## src/rtl/act_mem_arbiter.sv

```systemverilog
// Activation RAM arbiter: video reads have fixed priority, the accelerator uses free slots.
// Optional ACT_ARB_WRPROTECT_EN stalls accel writes to the address video read last cycle.
module act_mem_arbiter #(
  parameter int unsigned ADDR_W       = 14,
  parameter int unsigned DATA_W       = 8,
  parameter int unsigned DEPTH        = 12288,
  parameter int unsigned STARVE_LIMIT = 8
) (
  input  logic              clk,
  input  logic              rst_n,
  input  logic              vid_req,
  input  logic [ADDR_W-1:0] vid_addr,
  output logic [DATA_W-1:0] vid_rdata,
  output logic              vid_rvalid,
  input  logic              acc_valid,
  output logic              acc_ready,
  input  logic              acc_we,
  input  logic [ADDR_W-1:0] acc_addr,
  input  logic [DATA_W-1:0] acc_wdata,
  output logic              acc_rvalid,
  output logic [DATA_W-1:0] acc_rdata,
  output logic              acc_err,
  output logic              acc_starve,
  output logic              mem_en,
  output logic              mem_we,
  output logic [ADDR_W-1:0] mem_addr,
  output logic [DATA_W-1:0] mem_wdata,
  input  logic [DATA_W-1:0] mem_rdata
);

  localparam int unsigned CntW = $clog2(STARVE_LIMIT + 1);
  localparam logic [ADDR_W:0] DepthW = (ADDR_W + 1)'(DEPTH);
  localparam logic [CntW-1:0] LimitW = CntW'(STARVE_LIMIT);

  typedef enum logic [2:0] {TagNone, TagVid, TagAccRd, TagAccWr, TagErr} tag_e;

  tag_e              tag_d, tag_q;
  logic [ADDR_W-1:0] addr_q;
  logic [DATA_W-1:0] wdata_q;
  logic [DATA_W-1:0] vid_rdata_q, acc_rdata_q;
  logic [CntW-1:0]   cnt_d, cnt_q;
  logic              starve_q;
  logic              acc_in_range;
  logic              hazard;

  assign acc_in_range = {1'b0, acc_addr} < DepthW;

`ifdef ACT_ARB_WRPROTECT_EN
  logic              prev_vid_req_q;
  logic [ADDR_W-1:0] prev_vid_addr_q;

  always_ff @(posedge clk or negedge rst_n) begin
    if (!rst_n) begin
      prev_vid_req_q  <= 1'b0;
      prev_vid_addr_q <= '0;
    end else begin
      prev_vid_req_q  <= vid_req;
      prev_vid_addr_q <= vid_addr;
    end
  end

  // Keeps a write from landing mid-way through the pixel triplet video is fetching.
  assign hazard = acc_valid & acc_we & prev_vid_req_q & (acc_addr == prev_vid_addr_q);
`else
  assign hazard = 1'b0;
`endif

  // Grant: address/data hold their last driven values whenever the RAM is not accessed.
  always_comb begin
    mem_en    = 1'b0;
    mem_we    = 1'b0;
    mem_addr  = addr_q;
    mem_wdata = wdata_q;
    acc_ready = 1'b0;
    tag_d     = TagNone;
    if (vid_req) begin
      mem_en   = 1'b1;
      mem_addr = vid_addr;
      tag_d    = TagVid;
    end else if (acc_valid && !hazard) begin
      acc_ready = 1'b1;
      if (acc_in_range) begin
        mem_en    = 1'b1;
        mem_we    = acc_we;
        mem_addr  = acc_addr;
        mem_wdata = acc_wdata;
        tag_d     = acc_we ? TagAccWr : TagAccRd;
      end else begin
        tag_d = TagErr;
      end
    end
  end

  always_comb begin
    cnt_d = '0;
    if (acc_valid && !acc_ready) begin
      cnt_d = (cnt_q >= LimitW) ? cnt_q : cnt_q + 1'b1;
    end
  end

  always_comb begin
    vid_rvalid = (tag_q == TagVid);
    vid_rdata  = vid_rvalid ? mem_rdata : vid_rdata_q;
    acc_rvalid = (tag_q == TagAccRd) || (tag_q == TagAccWr) || (tag_q == TagErr);
    acc_err    = (tag_q == TagErr);
    acc_rdata  = acc_rdata_q;
    if (tag_q == TagAccRd) begin
      acc_rdata = mem_rdata;
    end else if (tag_q == TagErr) begin
      acc_rdata = '0;
    end
  end

  assign acc_starve = starve_q;

  always_ff @(posedge clk or negedge rst_n) begin
    if (!rst_n) begin
      tag_q       <= TagNone;
      addr_q      <= '0;
      wdata_q     <= '0;
      vid_rdata_q <= '0;
      acc_rdata_q <= '0;
      cnt_q       <= '0;
      starve_q    <= 1'b0;
    end else begin
      tag_q       <= tag_d;
      addr_q      <= mem_addr;
      wdata_q     <= mem_wdata;
      vid_rdata_q <= vid_rdata;
      acc_rdata_q <= acc_rdata;
      cnt_q       <= cnt_d;
      starve_q    <= (cnt_d >= LimitW);
    end
  end

endmodule

```

## config.mk

```make
export PLATFORM = sky130hd
export DESIGN_NAME = act_mem_arbiter
export DESIGN_NICKNAME = d
export VERILOG_FILES = /design/src/rtl/act_mem_arbiter.sv
export SDC_FILE = /design/constraint.sdc
export NUM_CORES = 1
export LEC_CHECK = 0
export ABC_AREA = 1
export CAP_MARGIN = 20
export CORE_MARGIN = 10
export CORE_UTILIZATION = 45
export DETAILED_ROUTE_END_ITERATION = 6
export DONT_BUFFER_PORTS = 1
export GPL_TIMING_DRIVEN = 0
export PLACE_DENSITY_LB_ADDON = 0.08
export REMOVE_ABC_BUFFERS = 1
export SLEW_MARGIN = 20
export SYNTH_ARGS = -nofsm -noshare
export SYNTH_HDL_FRONTEND = slang
export SYNTH_SLANG_ARGS = --single-unit
```

## constraint.sdc

```tcl
create_clock -name clk -period 2.55 [get_ports clk]
set_input_delay 0.51 -clock clk [delete_from_list [all_inputs] [get_ports clk]]
set_output_delay 0.51 -clock clk [all_outputs]
set_load 0.005 [all_outputs]
```

==> flow_metrics.env, run 1 <==
export IMPL_insertion_delay_ns=0.29
export IMPL_vias=1545
export IMPL_synth_area_sq_mm=0.00213
export IMPL_final_util=0.503
export IMPL_status="complete, no violations"
export IMPL_clkTransAtPathRegs_ns=0.08
export IMPL_fin_nets=277
export IMPL_htreeDepth=2
export IMPL_leakage_uw=0.00115
export IMPL_synth_seq_cells=46
export IMPL_reg2reg_slack_ns=1.37
export IMPL_routed_wl_um=5170
export IMPL_arrival_ns=1.39
export IMPL_ctsResizeCount=0
export IMPL_syn_avg_cell_area_sq_um=9.39
export IMPL_hp_class="in -> async"
export IMPL_ir_drop_v=0.000380
export IMPL_fin_crit_ns=1.90
export IMPL_finClkSkew_ns=0.00226
export IMPL_ant_nets=0
export IMPL_synth_edf_count=0
export IMPL_fin_crit_sh=0.745
export IMPL_dpl_cell_count=270
export IMPL_grt_max_degree=47
export IMPL_synthArstFlopShare=1.00
export IMPL_die_height_um=88.8
export IMPL_clock_path_buffers=2
export IMPL_via_per_inst=5.54
export IMPL_synth_area_top_cells="dfrtp_1 54%, nand2_1 15%, nand3_2 8.9%, nand3_1 4.7%, nand4_1 3.5%"
export IMPL_ys_warn_count=0
export IMPL_finalSetupViolations=0
export IMPL_drive_above_1_share=0.172
export IMPL_yosysUniqueCellTypes=21
export IMPL_grt_util_met1=0.146
export IMPL_grt_remaining_overflow=0
export IMPL_root_buffer="clkbuf_8"
export IMPL_syn2layout_area_growth_pct=5.58
export IMPL_rsz0062_at_grt="no"
export IMPL_use_met2=0.230
export IMPL_hold_viol=0
export IMPL_worstSetupEndpointType="primary output"
export IMPL_synthDominantCellAreaShare=0.540
export IMPL_grt_pass1_wl_um=8340
export IMPL_cts_buffers=5
export IMPL_die_w_um=88.8
export IMPL_max_cap_violations=0
export IMPL_wl_per_cell_um=18.5
export IMPL_globalRouteMet3Util=0.0717
export IMPL_clkSinkCount=46
export IMPL_core_area_sq_mm=0.00447
export IMPL_grt_pass1_vias=1633
export IMPL_timing_rr_start="tag_q[1]$_DFF_PN0_"
export IMPL_dieArea_sq_mm=0.00789
export IMPL_worstSetupStartpoint="tag_q[1]$_DFF_PN0_"
export IMPL_top_usage_layer="met2"
export IMPL_port_buffer_count=0
export IMPL_start_util=0.476
export IMPL_r2r_end="vid_rdata_q[4]$_DFF_PN0_"
export IMPL_grtUsageTotal=0.136
export IMPL_dr_pass1_iters=4
export IMPL_final_cells=279
export IMPL_cp_start_kind="flip-flop"
export IMPL_report_final_slew_viol_count=0
export IMPL_max_slew_margin=0.778
export IMPL_path_class="reg -> out"
export IMPL_synthTopCellsByCount="83 x nand2_1, 46 x dfrtp_1, 20 x nand3_1"
export IMPL_p_per_area_mw_per_mm2=718
export IMPL_synth_most_common_cell="nand2_1"
export IMPL_placementRows=24
export IMPL_antenna_found_initial=0
export IMPL_drtIter0Drc=107
export IMPL_cts_setup_buffers=0
export IMPL_fmax_mhz=526
export IMPL_fillCellCount=433
export IMPL_antenna_cells=0
export IMPL_synthCells=227
export IMPL_io_pins=94
export IMPL_cts_tree="yes"
export IMPL_gp_congestion=0.713
export IMPL_yosysTopAreaCell="dfrtp_1"
export IMPL_tightest_slew_ns=0.329
export IMPL_place_hpwl_um=3910
export IMPL_yosysSeqAreaShare=0.540
export IMPL_drc=0
export IMPL_cp_max_fo=9
export IMPL_worst_r2r_path_depth=5
export IMPL_synth_main_ff_cell="dfrtp_1"
export IMPL_setup_tns_ns=0
export IMPL_required_ns=2.04
## kinds of logic (layout without fill, tap and decap cells)
group	count (synthesis)	in the layout	synth area share
AO/OA/AOI/OAI	9	9	0.0229
adder cells (fa/ha/maj)	2	2	0.0117
buffers and inverters	24	24	0.0693
flip-flops	46	46	0.540
AND/OR/NAND/NOR	146	146	0.356
## cell type report
cell class | count | area, sq um | area share
Tap cell | 52 | 65.1 | 0.0289
Sequential cell | 46 | 1150 | 0.512
Multi-Input combinational cell | 157 | 832 | 0.370
Inverter | 15 | 61.3 | 0.0273
Timing Repair Buffer | 1 | 27.5 | 0.0122
Clock buffer | 5 | 68.8 | 0.0306
Clock inverter | 3 | 43.8 | 0.0195
## state kept, by name (all words and copies together) (netlist names)
| name | cells |
|---|---|
| addr_q | 14 |
| acc_rdata_q | 8 |
| vid_rdata_q | 8 |
| wdata_q | 8 |
| cnt_q | 4 |
| tag_q | 3 |
| acc_starve | 1 |
## critical path, cell delays in order, from the launching register on
cell	delay [ns]
dfrtp_1	0.41
inv_2	0.08
nand3_2	0.19
inv_2	0.22
nand2_1	0.07
nand2_1	0.13
## placed cells by master, fill, tap and decap left out
cell type,synthesis,routed
inv_6,1,2
nor3_2,1,1
buf_16,0,1
o21ai_2,1,1
nand3_2,19,19
inv_1,9,9
nand4_1,12,12
nand2_4,2,2
ha_1,2,2
nand2_1,83,83
bufinv_16,0,1
o21ai_1,1,1
o21ai_0,2,2
dfrtp_1,46,46
nand3_1,20,20
inv_2,5,5
nor2_1,7,7
clkinv_2,0,1
clkbuf_8,0,5
a21oi_1,5,5
nand3_4,1,1
nor3_1,1,1
## report_power, final
part | total, uW | internal [uW] | switching, uW
Clock | 529 | 293 | 235
Combinational | 235 | 69.3 | 165
Sequential | 853 | 821 | 31.6
Total | 1620 | 1180 | 432
## worst max path at each step
stage,endpoint,slack (ns)
3_3_place_gp,mem_wdata[5],0.83
5_1_grt,vid_rdata[0],0.48
6_report,vid_rdata[4],0.65
2_1_floorplan,mem_wdata[0],0.98
4_1_cts,vid_rdata[0],0.61
3_5_place_dp,mem_wdata[2],0.81
## per-stage QoR
stage	hold WS (ns)	power (uW)	setup slack (ns)	cell area (sq um)
6_report	0.0480	1620	0.649	2250
5_1_grt	0.0426	1720	0.478	2250
4_1_cts	0.0458	1650	0.609	2250
3_5_place_dp	0.216	1090	0.811	2110
3_3_place_gp	0.216	1080	0.830	2110
2_1_floorplan	0.214	1030	0.980	2040
## repair_timing
item,4_1_cts,5_1_grt
setup endpoints to repair,0,0
hold endpoints to repair,46,0
hold buffers,1,0
## routing by layer
metal / wire length (um) / up-vias
met1: 1890 / 742
li1: - / 736
met5: 0 / -
met2: 2710 / 65
met3: 545 / 2
met4: 21 / 0
Note: power is estimated with default switching activity, not from simulation.
==> inputs of run 2 (changes only) <==
Clock period 2.55 ns to 1.7 ns, I/O delays scaled along.
==> flow_metrics.env, run 2 (synthesis gave the netlist of run 1 again) <==
export IMPL_status="complete, no violations"
export IMPL_cp_slowest_stage_delay_ns=0.43
export IMPL_insertion_delay_ns=0.29
export IMPL_cp_start_kind="flip-flop"
export IMPL_grt_remaining_overflow=0
export IMPL_fmax_mhz=609
export IMPL_timing_rr_start="tag_q[2]$_DFF_PN0_"
export IMPL_routed_wl_um=5380
export IMPL_arrival_ns=1.30
export IMPL_max_cap_violations=0
export IMPL_cp_max_fo=6
export IMPL_layout_setup_ws_ns=0.0571
export IMPL_drc=0
export IMPL_grt_max_degree=47
export IMPL_required_ns=1.36
export IMPL_report_final_slew_viol_count=0
export IMPL_start_util=0.476
export IMPL_gp_congestion=0.713
export IMPL_cpMostUsedCell="nand2_2"
export IMPL_reg2reg_slack_ns=0.58
export IMPL_place_hpwl_um=3910
export IMPL_fin_area_sq_mm=0.00242
export IMPL_fillCellCount=418
export IMPL_path_cells="inv_2 > nand3_4 > buf_12 > nand2_2 > nand2_2"
export IMPL_clkSinkCount=46
export IMPL_finClkSkew_ns=0.00401
export IMPL_place_ws_ns=0.269
export IMPL_path_class="reg -> out"
export IMPL_clock_path_buffers=2
export IMPL_multi_input_area_sq_um=920
export IMPL_fin_crit_ns=1.64
export IMPL_place_area_sq_mm=0.00211
export IMPL_drive_above_1_share=0.281
export IMPL_layout_common_cells="65 x nand2_1, 45 x dfrtp_1, 20 x nand3_1, 17 x nand3_2, 16 x nand2_2"
export IMPL_hold_viol=0
export IMPL_antenna_cells=0
export IMPL_ant_nets=0
export IMPL_ir_drop_v=0.000572
export IMPL_max_slew_margin=0.764
export IMPL_top_register="addr_q"
export IMPL_p_int_uw=1810
export IMPL_combPwrFrac=0.166
export IMPL_min_path_cells=1
export IMPL_die_w_um=88.8
export IMPL_hp_class="in -> reg"
export IMPL_finalSetupViolations=0
export IMPL_clockPowerShare=0.319
export IMPL_seqCellArea_sq_mm=0.00115
export IMPL_io_pins=94
export IMPL_cts_buffers=5
export IMPL_cts_tree="yes"
export IMPL_grt_pass1_vias=1636
export IMPL_die_height_um=88.8
export IMPL_wl_per_cell_um=18.7
export IMPL_dr_pass1_iters=4
export IMPL_htreeDepth=2
export IMPL_grtUsageTotal=0.136
export IMPL_hold_end="tag_q[2]$_DFF_PN0_"
export IMPL_root_buffer="clkbuf_8"
export IMPL_fin_nets=285
export IMPL_fin_crit_sh=0.966
export IMPL_antenna_found_initial=0
export IMPL_worst_r2r_path_depth=5
export IMPL_pwr_share_seq=0.515
export IMPL_placementRows=24
export IMPL_drtIter0Drc=112
export IMPL_critPathSlowestCell="dfrtp_1"
export IMPL_grt_pass1_wl_um=8360
export IMPL_rsz0062_at_grt="yes"
export IMPL_r2r_end="vid_rdata_q[4]$_DFF_PN0_"
export IMPL_final_util=0.540
export IMPL_whs_ns=0.118
export IMPL_clkTransAtPathRegs_ns=0.08
export IMPL_via_per_inst=5.54
export IMPL_worstSetupEndpointType="primary output"
export IMPL_core_area_sq_mm=0.00447
export IMPL_setup_tns_ns=0
export IMPL_largest_register_ffs=14
export IMPL_p_per_area_mw_per_mm2=1030
export IMPL_p_sw_uw=687
export IMPL_vias=1589
export IMPL_tightest_slew_ns=0.350
export IMPL_syn2layout_area_growth_pct=13.4
export IMPL_dieArea_sq_mm=0.00789
export IMPL_final_common_cell="nand2_1"
export IMPL_switching_share=0.275
export IMPL_port_buffer_count=0
export IMPL_hp_start="vid_req"
export IMPL_leakage_uw=0.00120
-- run 2: repair_timing --
action,4_1_cts,5_1_grt
gates cloned,0,2
buffers inserted,0,5
hold buffers,2,0
pin swaps,0,7
resized for setup,2,28
endpoints found under the hold margin,46,0
endpoints found under the setup margin,16,16
-- run 2: final cells by class --
class,count,area share
multi-input cells,158,0.380
well taps,52,0.0269
clock buffers,5,0.0285
flip-flops and latches,46,0.477
inverters,15,0.0295
repair buffers,7,0.0378
clock inverters,3,0.0181
repair inverters,1,0.00207
-- run 2: critical path, delay by kind of cell (launching register included) --
| kind | cells | cell delay [ns] |
|---|---|---|
| buffers and inverters | 2 | 0.31 |
| flip-flops | 1 | 0.43 |
| AND/OR/NAND/NOR | 3 | 0.28 |
-- run 2: power by group through the flow --
| stage | registers, uW | logic (uW) | clock network [uW] |
|---|---|---|---|
| floorplan | 1290 | 255 | 0 |
| global placement | 1290 | 324 | 0 |
| detailed placement | 1300 | 335 | 0 |
| CTS | 1280 | 370 | 829 |
| global route | 1300 | 472 | 876 |
| finish | 1290 | 415 | 798 |
-- run 2: routing by layer --
layer	vias up	track usage	part of all wire
li1	757	-	-
met1	760	0.145	0.36
met2	68	0.230	0.52
met3	4	0.0744	0.11
met4	0	0.0352	0.0065
met5	-	0	0
-- run 2: worst max-delay path by stage --
stage / slack (ns) / cells past startpoint / start / endpoint
global placement: 0.29 / 5 / tag_q[1]$_DFF_PN0_ / vid_rdata[4]
CTS: -0.04 / 5 / tag_q[1]$_DFF_PN0_ / vid_rdata[0]
detailed placement: 0.27 / 5 / tag_q[1]$_DFF_PN0_ / vid_rdata[0]
finish: 0.06 / 5 / tag_q[2]$_DFF_PN0_ / vid_rdata[4]
floorplan: 0.47 / 5 / vid_req / mem_wdata[0]
global route: -0.02 / 5 / tag_q[2]$_DFF_PN0_ / vid_rdata[5]
-- run 2: stage by stage --
| step | instances | power [uW] |
|---|---|---|
| global route | 287 | 2650 |
| detailed placement | 270 | 1640 |
| finish | 287 | 2500 |
| CTS | 280 | 2480 |
| floorplan | 218 | 1540 |
| global placement | 270 | 1620 |
